### src/rtl/mips_multicycle_controller.sv
// Multi-cycle MIPS control unit: walks each instruction through
// FETCH/DECODE/EXEC/MEM/WB (or MDU) and drives the shared-datapath controls.
module mips_multicycle_controller #(
  parameter int unsigned ALUOP_W    = 4,
  parameter int unsigned MDU_CYCLES = 32,
  parameter int unsigned CNT_W      = 8
) (
  input  logic               clk,
  input  logic               rst,
  input  logic [31:0]        instr,
  input  logic               mem_ready,
  input  logic               alu_zero,
  output logic               mem_req,
  output logic               mem_we,
  output logic               iord,
  output logic               ir_load,
  output logic               pc_write,
  output logic [1:0]         pc_src,
  output logic               regwrite,
  output logic [1:0]         regdest,
  output logic [1:0]         memtoreg,
  output logic               hilo_sel,
  output logic               alusrc,
  output logic [ALUOP_W-1:0] aluop,
  output logic               is_sign,
  output logic               zero_extern,
  output logic               use_sa,
  output logic               mdu_start,
  output logic [1:0]         mdu_op,
  output logic               hilo_write,
  output logic               illegal,
  output logic [2:0]         state
);

  localparam int unsigned OP_W = 6;

  typedef enum logic [2:0] {
    S_FETCH  = 3'd0,
    S_DECODE = 3'd1,
    S_EXEC   = 3'd2,
    S_MEM    = 3'd3,
    S_WB     = 3'd4,
    S_MDU    = 3'd5
  } state_t;

  typedef enum logic [3:0] {
    C_ALU_R, C_ALU_I, C_LW, C_SW, C_BEQ, C_BNE, C_J, C_JAL,
    C_JR, C_JALR, C_MFHI, C_MFLO, C_MDU, C_ILL
  } cls_t;

  localparam logic [3:0] ALU_ADD = 4'b0000;
  localparam logic [3:0] ALU_SUB = 4'b0001;
  localparam logic [3:0] ALU_AND = 4'b0010;
  localparam logic [3:0] ALU_OR  = 4'b0011;
  localparam logic [3:0] ALU_XOR = 4'b0100;
  localparam logic [3:0] ALU_NOR = 4'b0101;
  localparam logic [3:0] ALU_SLT = 4'b0110;
  localparam logic [3:0] ALU_SLL = 4'b0111;
  localparam logic [3:0] ALU_SRL = 4'b1000;
  localparam logic [3:0] ALU_SRA = 4'b1001;
  localparam logic [3:0] ALU_LUI = 4'b1010;

  localparam logic [OP_W-1:0] OP_RTYPE = 6'h00;
  localparam logic [OP_W-1:0] OP_J     = 6'h02;
  localparam logic [OP_W-1:0] OP_JAL   = 6'h03;
  localparam logic [OP_W-1:0] OP_BEQ   = 6'h04;
  localparam logic [OP_W-1:0] OP_BNE   = 6'h05;
  localparam logic [OP_W-1:0] OP_ADDI  = 6'h08;
  localparam logic [OP_W-1:0] OP_ADDIU = 6'h09;
  localparam logic [OP_W-1:0] OP_SLTI  = 6'h0A;
  localparam logic [OP_W-1:0] OP_SLTIU = 6'h0B;
  localparam logic [OP_W-1:0] OP_ANDI  = 6'h0C;
  localparam logic [OP_W-1:0] OP_ORI   = 6'h0D;
  localparam logic [OP_W-1:0] OP_XORI  = 6'h0E;
  localparam logic [OP_W-1:0] OP_LUI   = 6'h0F;
  localparam logic [OP_W-1:0] OP_LW    = 6'h23;
  localparam logic [OP_W-1:0] OP_SW    = 6'h2B;

  localparam logic [OP_W-1:0] F_SLL   = 6'h00;
  localparam logic [OP_W-1:0] F_SRL   = 6'h02;
  localparam logic [OP_W-1:0] F_SRA   = 6'h03;
  localparam logic [OP_W-1:0] F_SLLV  = 6'h04;
  localparam logic [OP_W-1:0] F_SRLV  = 6'h06;
  localparam logic [OP_W-1:0] F_SRAV  = 6'h07;
  localparam logic [OP_W-1:0] F_JR    = 6'h08;
  localparam logic [OP_W-1:0] F_JALR  = 6'h09;
  localparam logic [OP_W-1:0] F_MFHI  = 6'h10;
  localparam logic [OP_W-1:0] F_MFLO  = 6'h12;
  localparam logic [OP_W-1:0] F_MULT  = 6'h18;
  localparam logic [OP_W-1:0] F_MULTU = 6'h19;
  localparam logic [OP_W-1:0] F_DIV   = 6'h1A;
  localparam logic [OP_W-1:0] F_DIVU  = 6'h1B;
  localparam logic [OP_W-1:0] F_ADD   = 6'h20;
  localparam logic [OP_W-1:0] F_ADDU  = 6'h21;
  localparam logic [OP_W-1:0] F_SUB   = 6'h22;
  localparam logic [OP_W-1:0] F_SUBU  = 6'h23;
  localparam logic [OP_W-1:0] F_AND   = 6'h24;
  localparam logic [OP_W-1:0] F_OR    = 6'h25;
  localparam logic [OP_W-1:0] F_XOR   = 6'h26;
  localparam logic [OP_W-1:0] F_NOR   = 6'h27;
  localparam logic [OP_W-1:0] F_SLT   = 6'h2A;
  localparam logic [OP_W-1:0] F_SLTU  = 6'h2B;

  state_t           state_q, state_n;
  cls_t             cls;
  logic [CNT_W-1:0] cnt_q;
  logic             illegal_q;
  logic [OP_W-1:0]  opcode, funct;
  logic [3:0]       dec_aluop;
  logic             dec_alusrc, dec_is_sign, dec_zext, dec_use_sa;
  logic             unused_instr_bits;

  assign opcode = instr[31:26];
  assign funct  = instr[5:0];
  // register/immediate fields are routed by the datapath, not decoded here
  assign unused_instr_bits = ^instr[25:6];

  // Instruction class and EXEC-phase ALU controls
  always_comb begin
    cls         = C_ILL;
    dec_aluop   = ALU_ADD;
    dec_alusrc  = 1'b0;
    dec_is_sign = 1'b1;
    dec_zext    = 1'b0;
    dec_use_sa  = 1'b0;
    case (opcode)
      OP_RTYPE: begin
        cls = C_ALU_R;
        case (funct)
          F_SLL:   begin dec_aluop = ALU_SLL; dec_use_sa = 1'b1; end
          F_SRL:   begin dec_aluop = ALU_SRL; dec_use_sa = 1'b1; end
          F_SRA:   begin dec_aluop = ALU_SRA; dec_use_sa = 1'b1; end
          F_SLLV:  dec_aluop = ALU_SLL;
          F_SRLV:  dec_aluop = ALU_SRL;
          F_SRAV:  dec_aluop = ALU_SRA;
          F_JR:    cls = C_JR;
          F_JALR:  cls = C_JALR;
          F_MFHI:  cls = C_MFHI;
          F_MFLO:  cls = C_MFLO;
          F_MULT, F_MULTU, F_DIV, F_DIVU: cls = C_MDU;
          F_ADD:   dec_aluop = ALU_ADD;
          F_ADDU:  dec_is_sign = 1'b0;
          F_SUB:   dec_aluop = ALU_SUB;
          F_SUBU:  begin dec_aluop = ALU_SUB; dec_is_sign = 1'b0; end
          F_AND:   dec_aluop = ALU_AND;
          F_OR:    dec_aluop = ALU_OR;
          F_XOR:   dec_aluop = ALU_XOR;
          F_NOR:   dec_aluop = ALU_NOR;
          F_SLT:   dec_aluop = ALU_SLT;
          F_SLTU:  begin dec_aluop = ALU_SLT; dec_is_sign = 1'b0; end
          default: cls = C_ILL;
        endcase
      end
      OP_J:     cls = C_J;
      OP_JAL:   cls = C_JAL;
      OP_BEQ:   begin cls = C_BEQ; dec_aluop = ALU_SUB; end
      OP_BNE:   begin cls = C_BNE; dec_aluop = ALU_SUB; end
      OP_ADDI:  begin cls = C_ALU_I; dec_alusrc = 1'b1; end
      OP_ADDIU: begin cls = C_ALU_I; dec_alusrc = 1'b1; dec_is_sign = 1'b0; end
      OP_SLTI:  begin cls = C_ALU_I; dec_aluop = ALU_SLT; dec_alusrc = 1'b1; end
      OP_SLTIU: begin
        cls = C_ALU_I; dec_aluop = ALU_SLT; dec_alusrc = 1'b1; dec_is_sign = 1'b0;
      end
      OP_ANDI:  begin cls = C_ALU_I; dec_aluop = ALU_AND; dec_alusrc = 1'b1; dec_zext = 1'b1; end
      OP_ORI:   begin cls = C_ALU_I; dec_aluop = ALU_OR;  dec_alusrc = 1'b1; dec_zext = 1'b1; end
      OP_XORI:  begin cls = C_ALU_I; dec_aluop = ALU_XOR; dec_alusrc = 1'b1; dec_zext = 1'b1; end
      OP_LUI:   begin cls = C_ALU_I; dec_aluop = ALU_LUI; dec_alusrc = 1'b1; end
      OP_LW:    begin cls = C_LW; dec_alusrc = 1'b1; end
      OP_SW:    begin cls = C_SW; dec_alusrc = 1'b1; end
      default:  cls = C_ILL;
    endcase
  end

  // State register
  always_ff @(posedge clk) begin
    if (rst) state_q <= S_FETCH;
    else     state_q <= state_n;
  end

  // MDU occupancy counter and sticky illegal flag
  always_ff @(posedge clk) begin
    if (rst) begin
      cnt_q     <= '0;
      illegal_q <= 1'b0;
    end else begin
      if (state_q == S_DECODE && cls == C_MDU)
        cnt_q <= CNT_W'(MDU_CYCLES - 1);
      else if (state_q == S_MDU && cnt_q != '0)
        cnt_q <= cnt_q - CNT_W'(1);
      if (state_q == S_DECODE && cls == C_ILL)
        illegal_q <= 1'b1;
    end
  end

  // Next-state logic
  always_comb begin
    state_n = state_q;
    case (state_q)
      S_FETCH:  if (mem_ready) state_n = S_DECODE;
      S_DECODE: begin
        case (cls)
          C_MDU:   state_n = S_MDU;
          C_ILL:   state_n = S_FETCH;
          default: state_n = S_EXEC;
        endcase
      end
      S_EXEC: begin
        case (cls)
          C_ALU_R, C_ALU_I, C_MFHI, C_MFLO: state_n = S_WB;
          C_LW, C_SW:                       state_n = S_MEM;
          default:                          state_n = S_FETCH;
        endcase
      end
      S_MEM:    if (mem_ready) state_n = (cls == C_LW) ? S_WB : S_FETCH;
      S_WB:     state_n = S_FETCH;
      S_MDU:    if (cnt_q == '0) state_n = S_FETCH;
      default:  state_n = S_FETCH;
    endcase
  end

  // Output decode; reset forces the quiet FETCH vector
  always_comb begin
    mem_req     = 1'b0;
    mem_we      = 1'b0;
    iord        = 1'b0;
    ir_load     = 1'b0;
    pc_write    = 1'b0;
    pc_src      = 2'b00;
    regwrite    = 1'b0;
    regdest     = 2'b00;
    memtoreg    = 2'b00;
    hilo_sel    = 1'b0;
    alusrc      = 1'b0;
    aluop       = '0;
    is_sign     = 1'b1;
    zero_extern = 1'b0;
    use_sa      = 1'b0;
    mdu_start   = 1'b0;
    mdu_op      = 2'b00;
    hilo_write  = 1'b0;
    illegal     = 1'b0;
    state       = S_FETCH;
    if (!rst) begin
      illegal = illegal_q;
      state   = state_q;
      case (state_q)
        S_FETCH: begin
          mem_req = 1'b1;
          if (mem_ready) begin
            ir_load  = 1'b1;
            pc_write = 1'b1;
          end
        end
        S_DECODE: begin
          if (cls == C_MDU) begin
            mdu_start = 1'b1;
            mdu_op    = instr[1:0];
          end
        end
        S_EXEC: begin
          aluop       = ALUOP_W'(dec_aluop);
          alusrc      = dec_alusrc;
          is_sign     = dec_is_sign;
          zero_extern = dec_zext;
          use_sa      = dec_use_sa;
          case (cls)
            C_BEQ:  begin pc_write = alu_zero;  pc_src = 2'b01; end
            C_BNE:  begin pc_write = !alu_zero; pc_src = 2'b01; end
            C_J:    begin pc_write = 1'b1; pc_src = 2'b10; end
            C_JAL:  begin
              pc_write = 1'b1; pc_src = 2'b10;
              regwrite = 1'b1; regdest = 2'b10; memtoreg = 2'b10;
            end
            C_JR:   begin pc_write = 1'b1; pc_src = 2'b11; end
            C_JALR: begin
              pc_write = 1'b1; pc_src = 2'b11;
              regwrite = 1'b1; regdest = 2'b01; memtoreg = 2'b10;
            end
            default: ;
          endcase
        end
        S_MEM: begin
          mem_req = 1'b1;
          iord    = 1'b1;
          mem_we  = (cls == C_SW);
        end
        S_WB: begin
          regwrite = 1'b1;
          case (cls)
            C_LW:    memtoreg = 2'b01;
            C_MFHI:  begin regdest = 2'b01; memtoreg = 2'b11; hilo_sel = 1'b1; end
            C_MFLO:  begin regdest = 2'b01; memtoreg = 2'b11; end
            C_ALU_R: regdest = 2'b01;
            default: ;
          endcase
        end
        S_MDU:   hilo_write = (cnt_q == '0);
        default: ;
      endcase
    end
  end

endmodule

### config.mk
export PLATFORM = sky130hd
export DESIGN_NAME = mips_multicycle_controller
export DESIGN_NICKNAME = d
export VERILOG_FILES = /design/src/rtl/mips_multicycle_controller.sv
export SDC_FILE = /design/constraint.sdc
export NUM_CORES = 1
export LEC_CHECK = 0
export CORE_AREA = 3 3 63 65
export DETAILED_ROUTE_END_ITERATION = 10
export DIE_AREA = 0 0 66 68
export GPL_TIMING_DRIVEN = 1
export PLACE_DENSITY_LB_ADDON = 0.15
export SETUP_SLACK_MARGIN = 0.15
export SYNTH_ARGS = -nofsm -noshare
export SYNTH_HDL_FRONTEND = slang
export SYNTH_SLANG_ARGS = --single-unit
### constraint.sdc
create_clock -name clk -period 3.95 [get_ports clk]
set_input_delay 0.5925 -clock clk [delete_from_list [all_inputs] [get_ports clk]]
set_output_delay 0.5925 -clock clk [all_outputs]
set_load 0.1 [all_outputs]
; ---- After elaboration in Yosys (flattened, before gate mapping)
; Index checks and enable logic that the tools add are counted.
[op_classes]
n_eq_ne = 58
n_mux = 68
n_addsub = 1
n_reduce_logical = 38
[ops]
columns = cell, n
row1 = == test 6 bit (second input constant), 12
row2 = == test 6 x 4 -> 1 bit (second input constant), 10
row3 = == test 6 x 5 -> 1 bit (second input constant), 6
row4 = case mux 4 bit (9 select lines), 1
row5 = 2-to-1 mux 1 bit, 35
row6 = case mux 4 bit (8 select lines), 1
row7 = OR reduction 2 bit, 16
row8 = == test 6 x 3 -> 1 bit (second input constant), 5
row9 = case mux 4 bit (7 select lines), 1
row10 = == test 4 bit (second input constant), 6
row11 = == test 6 x 2 -> 1 bit (second input constant), 4
row12 = case mux 4 bit (6 select lines), 1
row13 = == test 4 x 3 -> 1 bit (second input constant), 4
row14 = 2-to-1 mux 2 bit, 8
row15 = case mux 2 bit (2 select lines), 4
row16 = OR reduction 16 bit, 1
row17 = 2-to-1 mux 3 bit, 5
row18 = case mux 3 bit (5 select lines), 1
row19 = zero test 6 bit, 2
row20 = case mux 3 bit (2 select lines), 2
row21 = OR reduction 3 bit, 4
row22 = OR reduction 4 bit, 3
row23 = 2-to-1 mux 5 bit, 2
row24 = OR reduction 10 bit, 1
row25 = 21 further kinds, 30
[word_totals]
reg_bits = 12
wordCells = 169
in_bits = 36

; ---- Logic depth before layout (Yosys ltp)
[depth]
ltp_word = 9
ltp_mapped = 9
ltp_nobuf = 6

; ---- Worst setup path after synthesis
; No wires, ideal clock.
[synth_path]
path_type = input to output
startpoint = input instr[5]
endpoint = output aluop[1]
path_stages = 6
n_path_buf = 2
t_required_ps = 3357
setup_slack_ps = -2807
arrival_time_ps = 6165
path_cell_list = clkbuf_1 clkbuf_1 a21oi_1 o31ai_1 a21oi_1 a2111oi_0
[synth_via]
elab_chain_len = 6
word_cells_on_any_way = 23
cone_classes = 13 x eq/ne / 4 x mux / 6 x reduce/logical
[synth_lines]
columns = item, line
row1 = start: declaration, 10  ; input logic [31:0] instr,
row2 = == test 6 bit (tied with other cells), 129  ; case (funct)
row3 = OR reduction 2 bit (no source line), -
row4 = case mux 4 bit (9 select lines) *, 129
row5 = case mux 4 bit (7 select lines) *, 126  ; case (opcode)
row6 = 2-to-1 mux 4 bit *, 246  ; case (state_q)
row7 = 2-to-1 mux 4 bit *, 243  ; if (!rst) begin
row8 = end: declaration, 24  ; output logic [ALUOP_W-1:0] aluop,
; Mark *: on every way between the ends. The rest lies on a longest branch, timed or not.

; ---- Worst setup path after layout
[layout_path]
startpoint = input instr[27]
endpoint = output mdu_op[1]
[layout_via]
elab_chain_len = 7
word_cells_on_any_way = 21
cone_classes = 15 x eq/ne / 4 x mux / 2 x reduce/logical
[layout_lines]
columns = item, line
row1 = == test 6 x 4 -> 1 bit, 126
row2 = OR reduction 8 bit (no source line), -
row3 = case mux 4 bit (8 select lines) *, 126
row4 = == test 4 bit *, 255  ; if (cls == C_MDU) begin
row5 = 2-to-1 mux 2 bit *, 255
row6 = 2-to-1 mux 2 bit *, 246
row7 = 2-to-1 mux 2 bit *, 243
row8 = end: declaration, 29  ; output logic [1:0] mdu_op,
; Marked as above.

==> flow_summary.ini <==
[yosys]
synth-edff-count = 0
synth_area_leaders = dfxtp_1 (16%), nor2_1 (8.0%), nor3_1 (6.7%)
synth_cell_types = 53
syn_inst = 228
ys_seq_area_share_pct = 16.1
netlist.top_cell.by_area = dfxtp_1
netlist.area_leader.share_pct = 16.1
syn_nets = 265
synth_most_common_cell = nor2_1
synth-main-ff-cell = dfxtp_1
async_flop_share_pct = 0
synthTopCellsByCount = nor2_1 (32), nor3_1 (20), clkbuf_1 (17)
avgSynthCellArea_um2 = 6.55
synth_area_mm2 = 0.00149
synth_seq_cells = 12
yosysWarnings = 0

[hold_path]
holdPathStages = 2
worstHoldPathType = reg -> reg
min_from = illegal_q

[sta]
max_freq_mhz = 271
drv_slew = 0
period_share_pct = 93.6
fin_skew_ns = 0.00182
setup_viol = 0
rsz0062_at_grt = false
finalHoldViolCount = 0
fin_tns_setup_ns = 0
holdWs_ns = 0.464
tightestPinTransition_ns = 0.611
period_minus_slack_ns = 3.70
relSlewSlack_pct = 58.7

[grt]
grt_pass1_vias = 1719
grt_util_all_layers_pct = 21.6
antenna_found_initial = 0
gr-total-overflow = 0
grt_max_degree = 19
grt_pass1_wl_um = 7820

[floorplan]
initial_utilization_pct = 44.0
die_y_um = 68
core_region_area_mm2 = 0.00339
dieArea_mm2 = 0.00449
pin_count = 65
rows = 21
fp.dieW_um = 66

[drt]
dr.first_iter.drc_count = 147
via_per_inst = 5.63
via_count = 1831
post-route-drc-count = 0
drt_wl_total_um = 4540
ant_nets = 0
first_pass_iters = 4
wire_per_inst_um = 14.0

[cts]
htree_levels = 1
root_buffer = clkbuf_4
clk_latency_ns = 0.27
cts.clk_slew.worst_paths_ns = 0.07
clock-sinks = 12
clockBufferDepth = 2
numCtsBuffers = 3
cts_tree = yes

[worst_setup_path]
endpoint_kind = primary output
worst-path-max-fanout = 3
r2r-start = state_q[0]
startpoint_type = input pin
cp.arrival_ns = 3.10
worst-setup-path-type = in -> out
crit_start = instr[27]
crit_required_ns = 3.36
r2r_cells = 5

[placed_design]
io_buffers = 44
hpwl_um = 3510
gp_congestion = 0.828

[finish]
nets = 317
n_fill_cell = 287
syn_to_final_growth_pct = 62.1
num_antenna_cells = 0
utilization_pct = 71.4
drive_gt1_share_pct = 30.8

[outcome]
outcome = finished clean

[pwr]
max-vdd-ir-drop_mv = 0.0851
leakage_uw = 0.000868
p_total_uw = 386
power.density_mw_per_mm2 = 159

[flow_run]
drv_cap = 0
## path summary, 6_finish.rpt
path	slack, ns	end
max	0.25	mdu_op[1]
min	0.46	illegal_q
max reg2reg	1.96	state_q[0]
min reg2reg	0.46	illegal_q
## state kept, by name, indices dropped and copies added (netlist names)
register	flops
illegal_q	1
state_q	3
cnt_q	8
## layer usage
layer | part of all wire, % | GRT usage, %
met5 | 0 | 0
met3 | 7.7 | 3.94
met1 | 48 | 29.9
met4 | 0.51 | 2.79
met2 | 44 | 35.8
## cell usage in the layout (no fill, tap or decap), types with 2 or more instances in the layout
cell type	instances
xnor2_1	4
buf_12	21
or4_4	2
nor4bb_1	2
nand3_1	7
nor2_1	31
a21oi_1	10
nand2_1	13
nor4_1	2
inv_1	7
dlygate4sd2_1	3
nand2_2	3
clkdlybuf4s50_1	12
a31oi_1	2
clkbuf_4	3
nor3b_1	2
buf_4	32
or4_1	3
nor2b_1	8
nand4_1	3
nand3b_1	2
xor2_1	6
or3_1	3
dfxtp_1	12
o21ai_0	9
and3_1	2
a211o_1	2
o31ai_1	3
o2111a_1	2
a211oi_1	2
nor3_1	19
nand2b_1	5
a21oi_2	6
## report_power, final
part	switching, µW	internal (µW)
combinational	99.6	61.0
sequential	5.18	124
clock	39.7	56.0
## cells by family after synthesis
kind of cell	after synthesis	share of synthesized area (%)
compound gates	55	26.1
xor+xnor	10	5.87
fa+ha+maj	1	0.838
flops	12	16.1
simple gates	122	43.3
buf+inv	28	7.88
## through the flow
step / setup slack (ns) / std cells / cell area (µm²)
floorplan: -0.296 / 228 / 1600
global placement: 0.0178 / 317 / 2340
detailed placement: -0.0604 / 317 / 2340
CTS: 0.151 / 325 / 2420
global route: 0.152 / 325 / 2420
finish: 0.254 / 325 / 2420
## worst max-delay path, cell delays in order
cell and delay [ns]:
clkdlybuf4s50_1 0.43, or4_4 0.43, or3_4 0.41, o2111a_1 0.28
or4_4 0.47, nor3_4 0.14, and2_4 0.17, buf_12 0.16
## cell type report
type	instances	area [µm²]	area share, %
multi-input cells	188	1250	51.8
well taps	46	57.6	2.38
clock buffers	4	36.3	1.50
flip-flops and latches	12	240	9.93
inverters	7	26.3	1.09
repair buffers	68	807	33.4
## what timing repair did
item | CTS | global route
hold buffers | 0 | 0
resized for setup | 5 | 2
buffers inserted | 4 | 0
gates cloned | 0 | 0
hold endpoints to repair | 0 | 0
setup endpoints to repair | 6 | 6
pin swaps | 6 | 2
(Power assumes the default switching activity.)
